`config.mk`:
```
export PLATFORM = sky130hd
export DESIGN_NAME = secventiator_faze
export DESIGN_NICKNAME = d
export VERILOG_FILES = /design/src/rtl/secventiator_faze.sv
export SDC_FILE = /design/constraint.sdc
export NUM_CORES = 1
export LEC_CHECK = 0
export CELL_PAD_IN_SITES_DETAIL_PLACEMENT = 2
export CELL_PAD_IN_SITES_GLOBAL_PLACEMENT = 2
export CORE_ASPECT_RATIO = 0.7
export CORE_MARGIN = 2
export CORE_UTILIZATION = 25
export CTS_BUF_LIST = sky130_fd_sc_hd__clkbuf_8
export DETAILED_ROUTE_END_ITERATION = 8
export PLACE_DENSITY = 0.82
export SYNTH_ARGS = -nofsm -noshare
export SYNTH_HDL_FRONTEND = slang
export SYNTH_SLANG_ARGS = --single-unit
export TNS_END_PERCENT = 30
```
`constraint.sdc`:
```
create_clock -name clk_i -period 1.68 [get_ports clk_i]
set_input_delay 0.336 -clock clk_i [delete_from_list [all_inputs] [get_ports clk_i]]
set_output_delay 0.336 -clock clk_i [all_outputs]
set_load 0.01 [all_outputs]
```
`src/rtl/secventiator_faze.sv`:
```
// Four-way intersection phase sequencer: N-S / E-W green, yellow, all-red and night yellow.
// Optional pedestrian shortening of E-W green is enabled by defining BUTON_PIETON_EN.
module secventiator_faze #(
  parameter int T_VERDE_NS   = 20,
  parameter int T_VERDE_EW   = 20,
  parameter int T_GALBEN     = 3,
  parameter int T_ROSU_TOTAL = 2,
  parameter int CNT_W        = 8
`ifdef BUTON_PIETON_EN
  ,
  parameter int T_PIETON     = 5
`endif
) (
  input  logic       clk_i,
  input  logic       rst_i,
  input  logic       tick_i,
  input  logic       cerere_ew_i,
  input  logic       noapte_i,
`ifdef BUTON_PIETON_EN
  input  logic       buton_pieton_i,
`endif
  output logic       enable_o,
  output logic [1:0] w_n_o,
  output logic [1:0] w_s_o,
  output logic [1:0] w_e_o,
  output logic [1:0] w_v_o,
  output logic       tranzit_ns_o,
  output logic       tranzit_ew_o,
  output logic [2:0] faza_o
);

  typedef enum logic [2:0] {
    ROSU_A    = 3'd0,
    VERDE_NS  = 3'd1,
    GALBEN_NS = 3'd2,
    ROSU_B    = 3'd3,
    VERDE_EW  = 3'd4,
    GALBEN_EW = 3'd5,
    NOAPTE    = 3'd6
  } faza_t;

  localparam logic [CNT_W-1:0] D_ROSU   = CNT_W'(T_ROSU_TOTAL - 1);
  localparam logic [CNT_W-1:0] D_VNS    = CNT_W'(T_VERDE_NS - 1);
  localparam logic [CNT_W-1:0] D_VEW    = CNT_W'(T_VERDE_EW - 1);
  localparam logic [CNT_W-1:0] D_GALBEN = CNT_W'(T_GALBEN - 1);
`ifdef BUTON_PIETON_EN
  localparam logic [CNT_W-1:0] D_PIETON = CNT_W'(T_PIETON - 1);
`endif

  faza_t            stare;
  logic [CNT_W-1:0] cnt;
  logic             cerere_q;
  logic             expira;
  logic             cerere_eff;

  assign expira = tick_i && (cnt == '0);

  // A request arriving on the very cycle the N-S timer expires must already count.
  assign cerere_eff = cerere_q ||
                      (cerere_ew_i && (stare == ROSU_A || stare == VERDE_NS || stare == GALBEN_NS));

  always_ff @(posedge clk_i) begin
    if (rst_i) begin
      stare    <= ROSU_A;
      cnt      <= D_ROSU;
      cerere_q <= 1'b0;
      enable_o <= 1'b0;
    end else begin
      enable_o <= 1'b1;
      cerere_q <= cerere_eff;
      // Free-running decrement saturates at zero; that is what holds N-S green with no demand.
      if (tick_i && cnt != '0) cnt <= cnt - CNT_W'(1);
      case (stare)
        ROSU_A: begin
          if (expira) begin
            if (noapte_i) begin
              stare <= NOAPTE;
              cnt   <= '0;
            end else begin
              stare <= VERDE_NS;
              cnt   <= D_VNS;
            end
          end
        end
        VERDE_NS: begin
          if (expira && cerere_eff) begin
            stare <= GALBEN_NS;
            cnt   <= D_GALBEN;
          end
        end
        GALBEN_NS: begin
          if (expira) begin
            stare <= ROSU_B;
            cnt   <= D_ROSU;
          end
        end
        ROSU_B: begin
          if (expira) begin
            cerere_q <= 1'b0;
            if (noapte_i) begin
              stare <= NOAPTE;
              cnt   <= '0;
            end else begin
              stare <= VERDE_EW;
              cnt   <= D_VEW;
            end
          end
        end
        VERDE_EW: begin
          if (expira) begin
            stare <= GALBEN_EW;
            cnt   <= D_GALBEN;
          end
`ifdef BUTON_PIETON_EN
          else if (buton_pieton_i && cnt > D_PIETON) begin
            cnt <= D_PIETON;
          end
`endif
        end
        GALBEN_EW: begin
          if (expira) begin
            stare <= ROSU_A;
            cnt   <= D_ROSU;
          end
        end
        NOAPTE: begin
          if (!noapte_i) begin
            stare <= ROSU_A;
            cnt   <= D_ROSU;
          end
        end
        default: begin
          stare <= ROSU_A;
          cnt   <= D_ROSU;
        end
      endcase
    end
  end

  always_comb begin
    w_n_o        = 2'b11;
    w_s_o        = 2'b11;
    w_e_o        = 2'b11;
    w_v_o        = 2'b11;
    tranzit_ns_o = 1'b0;
    tranzit_ew_o = 1'b0;
    faza_o       = stare;
    case (stare)
      VERDE_NS: begin
        w_n_o = 2'b10; w_s_o = 2'b10; w_e_o = 2'b00; w_v_o = 2'b00;
      end
      GALBEN_NS: begin
        w_n_o = 2'b01; w_s_o = 2'b01; w_e_o = 2'b00; w_v_o = 2'b00;
      end
      VERDE_EW: begin
        w_n_o = 2'b00; w_s_o = 2'b00; w_e_o = 2'b10; w_v_o = 2'b10;
      end
      GALBEN_EW: begin
        w_n_o = 2'b00; w_s_o = 2'b00; w_e_o = 2'b01; w_v_o = 2'b01;
      end
      NOAPTE: begin
        w_n_o = 2'b00; w_s_o = 2'b00; w_e_o = 2'b00; w_v_o = 2'b00;
        tranzit_ns_o = 1'b1;
        tranzit_ew_o = 1'b1;
      end
      default: begin
        w_n_o = 2'b11; w_s_o = 2'b11; w_e_o = 2'b11; w_v_o = 2'b11;
      end
    endcase
  end

endmodule

```
# Word-level counts from Yosys, hierarchy flattened
# Index checks and enable logic that the tools add are counted.
totals:
  regBits: 13
  output_inout_bits: 14
classes:
  add_sub_neg: 1
  eq_ne: 13
  n_mux: 24
  n_reduce_logical: 15
op_table:
  columns: ["operator", "count"]
  rows:
  - ["$mux 8", 6]
  - ["$pmux 8 s5", 1]
  - ["$mux 3", 8]
  - ["$pmux 3 s7", 1]
  - ["$ne 2x2->1 const B", 6]
  - ["$pmux 2 s3", 2]
  - ["$eq 3x3->1 const B", 3]
  - ["$logic_not 8->1", 1]
  - ["$reduce_bool 8->1", 1]
  - ["$sub 8x1->8 const B", 1]
  - ["$reduce_and 7->1", 1]
  - ["$eq 3x2->1 const B", 2]
  - ["$reduce_or 3->1", 2]
  - ["$mux 5", 1]
  - ["$logic_and 1x1->1", 4]
  - ["$mux 1", 4]
  - ["$reduce_or 2->1", 2]
  - ["$eq 3x1->1 const B", 1]
  - ["$logic_not 3->1", 1]
  - ["$logic_or 1x1->1", 3]
  - ["$mux 2", 1]
  - ["$ne 2x1->1 const B", 1]

# Logic depth before layout (Yosys ltp)
depth:
  depth_word: 8
  depth_mapped: 7
  mapped_depth_nobuf: 7

# Least setup slack after synthesis
# Ideal clock, no wire load.
synth_path:
  kind: "register to register"
  from: "reg cnt[0]"
  to: "reg cnt[1]"
  setup_time_ns: 0.114
  t_arrival_ns: 1.493
  required_ns: 1.566
  slack_ns: 0.073
  path_stages_with_launch: 8
  n_path_buf: 0
  synth_period_minus_slack_ns: 1.607
  path_cell_list: "dfxtp_1 > inv_1 > ha_1 > and3b_1 > nand3_2 > a221oi_1 > o21ai_1 > a21o_1"
synth_between:
  elab_chain_len: 5
synth_lines:
  columns: ["item", "line", "source"]
  rows:
  - ["from (decl)", "51", "logic [CNT_W-1:0] cnt;"]
  - ["from (signal assigned)", "72", "if (tick_i && cnt != '0) cnt <= cnt - CNT_W'(1);"]
  - ["parallel branches: the longest is 4 deep, another holds $sub 8x1->8", null, null]
  - ["$pmux 8 s5 (*)", "73", "case (stare)"]
# Every way passes the cells marked *.
# A chain may end at the register's enable or synchronous reset.

# Worst setup path in the final report
layout_path:
  from: "reg stare[1] (netlist: faza_o[1])"
  to: "reg cnt[2]"
layout_between:
  elab_chain_len: 8
layout_lines:
  columns: ["item", "line", "source"]
  rows:
  - ["from (decl)", "50", "faza_t stare;"]
  - ["from (signal assigned)", "64", "stare <= ROSU_A;"]
  - ["from (signal assigned)", "77", "stare <= NOAPTE;"]
  - ["from (signal assigned)", "80", "stare <= VERDE_NS;"]
  - ["$eq 3x1->1 or $logic_not 3->1 (tied branches)", "60, 73", null]
  - ["$logic_or 1x1->1 (2 in series)", "60", "(cerere_ew_i && (stare == ROSU_A || stare == VERDE_NS || stare == GALBEN_NS));"]
  - ["$logic_and 1x1->1", "60", null]
  - ["$logic_or 1x1->1", "59", "assign cerere_eff = cerere_q ||"]
  - ["$logic_and 1x1->1", "86", "if (expira && cerere_eff) begin"]
  - ["$mux 8", "86", null]
  - ["$pmux 8 s5 (*)", "73", null]
# Every way passes the cells marked *; elsewhere a longest branch is shown, timed or not.

==> out/results.tsv <==
metric	value	unit
overflow	0	
synth_edf_count	0	
hold_viol_final	0	
whs_path_depth	2	
p_clk_share	9.7	%
drtPass1Iterations	4	
cts_max_path_buffers	2	
antennaDiodeCount	0	
antenna_found_initial	0	
io_buffers	18	
ys_types	44	
grt_pass1_wl	6850	µm
worstHoldPathType	register to register	
min_period	1.73	ns
reg2reg_to	cnt[2]	
cap_violations	0	
dp_worst_setup_slack	-0.325	ns
critPathArrivalTime	1.90	ns
ys.warnings.count	0	
drc	0	
p_comb_share	72.5	%
seqPwrFrac	17.8	%
switching_power	0.00132	W
h-tree-depth	1	
fmax	580	MHz
tightest_slew	0.409	ns
fp.dieH	55.1	µm
cts_hold_buffers	0	
violations	negative setup slack	
relSlewSlack	72.6	%
endpoint_kind	register	
cp-start-kind	register	
fill_cells	411	
die_w	77.0	µm
crit_chain	or3b_4 -> or3_4 -> a21boi_2 -> o21ai_1 -> buf_4 -> a21oi_1	
finalSetupViolations	5	
crit_slowest_cell	or3b_4	
start_util	26.2	%
powerDensity	1790	mW/mm²
clockRootBuffer	clkbuf_8	
synth_area_per_cell	7.40	µm²
cts_sinks	13	
fin_ws	-0.0450	ns
post_drt_wl_per_cell	19.1	µm
final_nets	192	
synth_cells	126	
rsz0062_at_grt	yes	
ioPinCount	19	
p_leak	0.716	nW
drive_gt1_share	46.5	%
grt_pass1_vias	1331	
swShare	44.9	%
clock_latency	0.24	ns
dpl.hpwl	3380	µm
rows	18	
fin_crit_sh	103	%
status	finished, violations left	
viasPerCell	5.12	
cts_tree	done	
regToRegSetupSlack	-0.05	ns
synth_fp_nets	132	
crit_fanout	8	
reg2reg_from	faza_o[1]	
crit_required	1.86	ns
regArea	275	µm²
yosysSeqAreaShare	27.9	%
critPathKind	register to register	
track_usage	21.7	%
num_vias	1204	
vdd_drop_max	0.000758	V
synth_flop_cell	dfxtp_1	
ys_seq_elements	13	
core	0.00356	mm²
finalPower	0.00294	W
drtIter0Drc	41	
wirelength	4490	µm
path_clk_slew	0.06	ns
hp-start	cnt[2]	
async_flop_share	0	%
hold_slack	0.543	ns
r2r_cells	6	
p_int	0.00162	W
place_congestion	0.890	
cp_slowest_stage_delay	0.40	ns
drtAntennaViolNets	0	
multi_input_area	714	µm²
synth_area	932	µm²
cts_buffers	3	
report.final.slew_viol_count	0	
grt_max_degree	9	
die_area	0.00424	mm²
worstHoldEndpoint	cnt[2]	
area_growth	76.5	%
skew	0.00120	ns
fin_setup_tns	-0.131	ns
## logic make-up (layout without fill, tap and decap cells)
group,after synthesis,count (layout),share of synthesized area (%)
AO/OA/AOI/OAI,39,39,29.1
XOR/XNOR,4,4,3.76
adder cells (fa/ha/maj),1,1,1.34
buffers and inverters,15,74,8.19
flip-flops,13,13,27.9
multiplexers,1,1,1.07
AND/OR/NAND/NOR,53,53,28.6
## state kept, by name, summed over array words and instances, names as in the netlist
register  cells
faza_o        3
enable_o      1
cnt           8
cerere_q      1
## worst max-delay path: cells and delay by family (launching register included)
| family | cells | cell delay [ns] |
|---|---|---|
| buffers and inverters | 1 | 0.18 |
| AND/OR/NAND/NOR | 2 | 0.76 |
| flip-flops | 1 | 0.37 |
| AO/OA/AOI/OAI | 3 | 0.34 |
## worst max-delay path by stage
stage | startpoint | end | slack, ns | cells after the start
final | faza_o[1] | cnt[2] | -0.05 | 6
after CTS | faza_o[1] | cnt[6] | -0.07 | 6
after detailed placement | tick_i | cnt[1] | -0.33 | 6
after global placement | tick_i | faza_o[1] | -0.20 | 7
after floorplan | cnt[0] | cnt[1] | 0.07 | 7
after global routing | faza_o[1] | cnt[7] | -0.11 | 6
## synth_stat cells (2+ instances only)
library cell | n | area share, %
a211o_1 | 2 | 1.9
a21oi_1 | 11 | 5.9
a221oi_1 | 2 | 1.9
a31oi_1 | 2 | 1.3
buf_4 | 5 | 4.0
clkbuf_1 | 3 | 1.2
dfxtp_1 | 13 | 28
inv_1 | 6 | 2.4
nand2_1 | 12 | 4.8
nor2_1 | 20 | 8.1
nor2b_1 | 3 | 2.0
nor3_1 | 4 | 2.1
nor4_1 | 2 | 1.3
o21ai_0 | 5 | 2.7
o21ai_1 | 3 | 1.6
o31ai_1 | 2 | 1.6
xnor2_1 | 4 | 3.8
## power by group through the flow
| stage | sequential [W] | clock [W] | combinational (W) |
|---|---|---|---|
| floorplan | 0.000488 | 0 | 0.000974 |
| global placement | 0.000488 | 0 | 0.00183 |
| detailed placement | 0.000497 | 0 | 0.00196 |
| CTS | 0.000509 | 0.000300 | 0.00190 |
| global route | 0.000536 | 0.000311 | 0.00233 |
| finish | 0.000523 | 0.000286 | 0.00213 |
## timing repair
| item | in CTS | in global routing |
|---|---|---|
| setup buffers | 0 | 5 |
| gates cloned | 0 | 0 |
| resized for setup | 21 | 34 |
| setup endpoints to repair | 23 | 17 |
| pin swaps | 2 | 11 |
## final cells by class
type | count | share of cell area, %
Multi-Input combinational cell | 98 | 43.4
Timing Repair Buffer | 64 | 31.9
Sequential cell | 13 | 16.7
Tap cell | 50 | 3.80
Clock buffer | 3 | 2.51
Inverter | 6 | 1.37
Clock inverter | 1 | 0.228
## routing by layer
layer / part of all wire, % / wire [µm] / global-route usage, %
met1: 44 / 1960 / 25.1
met2: 52 / 2310 / 43.3
met3: 4.0 / 178 / 4.87
met4: 0.85 / 38 / 3.57
met5: 0 / 0 / 0
## per-stage QoR
step	cells	area, µm²	util, %
final	235	1650	46.2
after global routing	235	1650	46.2
after CTS	230	1490	41.8
after detailed placement	226	1430	40.2
after global placement	226	1430	40.2
after floorplan	126	932	-
## layout by cell type, fill, tap and decap left out, types with 2 or more instances in the layout
cell type        netlist  layout
a211o_1                2       2
a21oi_1               11       8
a21oi_2                0       3
a221oi_2               0       2
a31oi_1                2       2
buf_4                  5      43
buf_6                  0       3
clkbuf_8               0       3
clkdlybuf4s50_1        0       6
dfxtp_1               13       7
dfxtp_2                0       3
dfxtp_4                0       3
dlygate4sd2_1          0       9
dlymetal6s2s_1         0       2
inv_1                  6       4
inv_2                  0       3
nand2_1               12      12
nor2_1                20      19
nor2b_1                3       2
nor3_1                 4       3
o21ai_0                5       3
o21ai_1                3       3
o21ai_2                1       2
or3_4                  1       2
xnor2_1                4       3
Note: power is estimated with default switching activity, not from simulation.
